`config.mk`:
```
export PLATFORM = sky130hd
export DESIGN_NAME = cbus_rr_arbiter
export DESIGN_NICKNAME = d
export VERILOG_FILES = /design/src/rtl/cbus_rr_arbiter.sv
export SDC_FILE = /design/constraint.sdc
export NUM_CORES = 1
export LEC_CHECK = 0
export ABC_AREA = 1
export CAP_MARGIN = 15
export CORE_AREA = 2 2 128 130
export CTS_CLUSTER_DIAMETER = 120
export DETAILED_ROUTE_END_ITERATION = 8
export DIE_AREA = 0 0 130 132
export GPL_ROUTABILITY_DRIVEN = 0
export SLEW_MARGIN = 15
export SYNTH_ARGS = -nofsm -noshare
export SYNTH_HDL_FRONTEND = slang
export SYNTH_SLANG_ARGS = --single-unit
```
`constraint.sdc`:
```
create_clock -name clk -period 1.3 [get_ports clk]
set_input_delay 0.195 -clock clk [delete_from_list [all_inputs] [get_ports clk]]
set_output_delay 0.195 -clock clk [all_outputs]
set_load 0.005 [all_outputs]
```
`src/rtl/cbus_rr_arbiter.sv`:
```
// cbus_rr_arbiter: round-robin arbiter sharing one CBus slave among masters.
// Ports: clk/resetn, ireqs/iresps (masters), oreq/oresp (slave), busy, owner.
package cbus_pkg;

  typedef struct packed {
    logic        valid;
    logic        is_write;
    logic [31:0] addr;
    logic [3:0]  len;
    logic [31:0] data;
    logic [3:0]  strb;
  } cbus_req_t;

  typedef struct packed {
    logic        ready;
    logic        last;
    logic [31:0] data;
  } cbus_resp_t;

endpackage

module cbus_rr_arbiter
  import cbus_pkg::*;
#(
  parameter int NUM_INPUTS = 2,
  parameter int IDX_W = (NUM_INPUTS > 1) ? $clog2(NUM_INPUTS) : 1
) (
  input  logic             clk,
  input  logic             resetn,
  input  cbus_req_t        ireqs  [NUM_INPUTS],
  output cbus_resp_t       iresps [NUM_INPUTS],
  output cbus_req_t        oreq,
  input  cbus_resp_t       oresp,
  output logic             busy,
  output logic [IDX_W-1:0] owner
);

  typedef enum logic [0:0] {
    IDLE = 1'b0,
    BUSY = 1'b1
  } state_e;

  state_e           state_q;
  logic [IDX_W-1:0] rr_ptr_q;
  logic [IDX_W-1:0] owner_q;

  logic             pick_vld;
  logic [IDX_W-1:0] pick;
  logic [IDX_W-1:0] scan;
  logic             gnt_vld;
  logic [IDX_W-1:0] gnt;

  function automatic logic [IDX_W-1:0] nxt(
    input logic [IDX_W-1:0] i
  );
    if (int'(i) >= NUM_INPUTS - 1) return '0;
    return i + 1'b1;
  endfunction

  // First valid master at or after rr_ptr, wrapping.
  always_comb begin
    pick_vld = 1'b0;
    pick     = '0;
    scan     = '0;
    for (int k = 0; k < NUM_INPUTS; k++) begin
      scan = IDX_W'((int'(rr_ptr_q) + k) % NUM_INPUTS);
      if (!pick_vld && ireqs[scan].valid) begin
        pick_vld = 1'b1;
        pick     = scan;
      end
    end
  end

  // The winner is routed in the cycle it is chosen.
  always_comb begin
    gnt_vld = (state_q == BUSY) || pick_vld;
    gnt     = (state_q == BUSY) ? owner_q : pick;
    oreq    = '0;
    for (int i = 0; i < NUM_INPUTS; i++) begin
      iresps[i] = '0;
    end
    if (gnt_vld) begin
      oreq         = ireqs[gnt];
      iresps[gnt]  = oresp;
    end
  end

  always_ff @(posedge clk) begin
    if (!resetn) begin
      state_q  <= IDLE;
      rr_ptr_q <= '0;
      owner_q  <= '0;
    end else begin
      unique case (state_q)
        IDLE: begin
          if (pick_vld) begin
            owner_q <= pick;
            if (oresp.last) begin
              rr_ptr_q <= nxt(pick);
            end else begin
              state_q <= BUSY;
            end
          end
        end
        BUSY: begin
          if (oresp.last) begin
            state_q  <= IDLE;
            rr_ptr_q <= nxt(owner_q);
          end
        end
        default: state_q <= IDLE;
      endcase
    end
  end

  assign busy  = (state_q == BUSY);
  assign owner = owner_q;

endmodule

```
==> results.txt <==
min-delay worst type: in -> reg
Critical Path Fanout Max: 6
net total in the final layout: 1119
Synth Register Bits: 3
Mean Syn Cell Area: 4.44 um2
maximum count of clock buffers along a single path: 2
drc violations: 0
Fin Clk Skew: 0.000408 ns
Die Footprint: 0.0172 mm2
number of cells in the finished layout apart from fillers: 1151
Seq pwr share: 0.031
number of global-route vias before repair: 4703
initial antenna violation count: 1
clock sink count: 3
Final Power: 3.51 mW
top library cells by usage in the layout, fill and taps aside: clkdlybuf4s50_1 (181), buf_2 (123), inv_1 (109)
WP data arrival: 1.72 ns
slew of the pin with the lowest slew margin: 0.276 ns
internal power of the cells: 2.16 mW
most common cell after layout, fill and taps aside: clkdlybuf4s50_1
Final Worst Setup Slack: -0.613 ns
number of instances in the placed design: 1062
clock slew seen by the registers of the worst setup and hold paths: 0.03 ns
worst IR drop on VDD: 0.378 mV
post-route fraction of the period consumed by the critical path: 1.47
ANT nets after route: 0
highest clock frequency the design can meet: 0.523 GHz
Netlist Area Pre-Place: 0.00241 mm2
number of nets produced by synthesis: 726
I/O pin total: 328
proportion of power drawn by the clock network: 0.141
crit-path max cell delay: 0.34 ns
layout-stage area growth over the synthesis result: 210%
routed via count: 4912
total track usage: 0.172
pin count of the biggest net entering global routing: 41
Unique masters post-synth: 15
final non-filler cell area: 0.00746 mm2
count of synthesis-stage warnings from yosys: 0
total global routing overflow: 0
GR Layer Usage met3: 0.0313
detailed placement HPWL: 10.9 mm
P_sw: 1.34 mW
run status: complete, but fails checks
standard cell with the maximum stage delay on the critical path: dfxtp_4
clock latency of the later-clocked register in the worst-skew pair: 0.22 ns
fraction of final layout cells with drive strength greater than 1: 0.435
Pre-Repair DR Iteration Count: 4
GRT busiest layer: met2
Initial Utilization: 0.153
total setup violations reported at the end of the flow: 145
category of the worst setup path capture point: output pin
1st-iter DRT viols: 156
cell-by-cell trace of the critical path: nor2_4, buf_6, nand2_8, buf_12, buf_8, nand3_2, nand2_1, nor2_1, buf_2
setup repair after global routing missed its margin: yes
Setup crit start kind: register
global-route wire length before repair: 24.2 mm
total detailed-routing wirelength: 18.0 mm
average wire length per cell after detail routing: 15.6 um
core region area: 0.0157 mm2
Syn Inst Count: 542
GR Layer Usage met2: 0.315
headroom to the max-slew limit: 0.816
top cells by area, synth: inv_1 (17%), nor2_1 (17%), a21oi_1 (16%)
violations in the final reports: setup timing
GRT met1 Usage: 0.200
number of buffers created by CTS: 3
combinational share of power: 0.828
final-report max-slew violation count: 0
sequential area share after synthesis: 0.0249
maximum capacitance violations: 0
min Tclk post-route: 1.91 ns
CTS tree: built
H-Tree Level Count: 1
Root Buffer Master: clkbuf_16
ratio of routed vias to standard cells: 4.27
floorplan die width: 130 um
# rows: 46
post-synth top area share: 0.171
switching share of power: 0.383
number of I/O port buffers: 327
vertical die dimension: 132 um
total leakage power: 4.00 nW
required time reported for the critical path endpoint: 1.11 ns
Hold Vio Cnt, Final: 0
area after detailed placement: 0.00605 mm2
Pwr Density: 470 mW/mm2
leading area contributor after synthesis: inv_1
critical path class: reg -> out
[cells by family after synthesis]
| logic type | after synthesis | synth area share |
|---|---|---|
| AOI/OAI and AO/OA | 76 | 0.161 |
| buffers and inverters | 161 | 0.284 |
| DFF | 3 | 0.0249 |
| and+or+nand+nor | 302 | 0.530 |
[state kept, by name, indices dropped and copies added, names as in the netlist]
signal and flops:
busy 1, owner 1, rr_ptr_q 1
[worst max-delay path: cells and delay by family (launching register included)]
kind,cells,cell delay (ns)
buf+inv,4,0.59
flops,1,0.34
simple gates,5,0.56
[path summary, 6_finish.rpt]
path                         startpoint                    end  slack, ns  cells past startpoint
hold reg to reg   rr_ptr_q$_SDFFE_PN0P_  rr_ptr_q$_SDFFE_PN0P_       0.65                      5
hold / removal                   resetn  rr_ptr_q$_SDFFE_PN0P_       0.57                      3
setup reg to reg        busy$_SDFF_PN0_     owner$_SDFFE_PN0P_      -0.12                      7
setup / recovery        busy$_SDFF_PN0_               oreq[14]      -0.61                      9
[cell usage after synthesis, drive strengths merged]
cell,n
dfxtp,3
nand2,85
inv,112
nand3,73
nor2,110
nor3,34
a21oi,75
clkbuf,4
buf,45
a21boi,1
[through the flow]
| step | hold WS [ns] | setup WS, ns | setup TNS [ns] | utilization |
|---|---|---|---|---|
| global route | 0.580 | -0.718 | -83.86 | 0.475 |
| CTS | 0.557 | -0.743 | -73.30 | 0.422 |
| global placement | 0.613 | -0.952 | -118.38 | 0.385 |
| detailed placement | 0.624 | -0.980 | -121.87 | 0.385 |
| finish | 0.569 | -0.613 | -71.67 | 0.475 |
| floorplan | 0.274 | 0.0347 | 0 | - |
[layout make-up]
type                       count  area [um2]
tap                          216         270
clock buffer                   4        78.8
timing repair buffer         434        4190
antenna                        1        2.50
inverter                     112         420
multi-input combinational    381        2430
sequential                     3        67.6
fill                        1638        8260
[what timing repair did]
item / in CTS / in global routing
resized for setup: 384 / 378
pin swaps: 14 / 45
endpoints found under the setup margin: 146 / 145
buffers inserted: 29 / 34
hold buffers: 0 / 0
endpoints found under the hold margin: 0 / 0
gates cloned: 10 / 17
[routing by layer]
metal / vias up / part of all wire
li1: 2457 / -
met1: 2206 / 0.41
met2: 221 / 0.50
met3: 28 / 0.067
met4: 0 / 0.023
met5: - / 0
[power groups by stage]
stage          Clock [mW]  Combinational [mW]  Sequential (mW)
2_1_floorplan           0               0.822            0.105
3_5_place_dp            0                2.44            0.107
3_3_place_gp            0                2.44            0.107
5_1_grt             0.509                3.14            0.110
6_report            0.494                2.90            0.109
4_1_cts             0.500                2.57            0.111
Note: power is estimated with default switching activity, not from simulation.
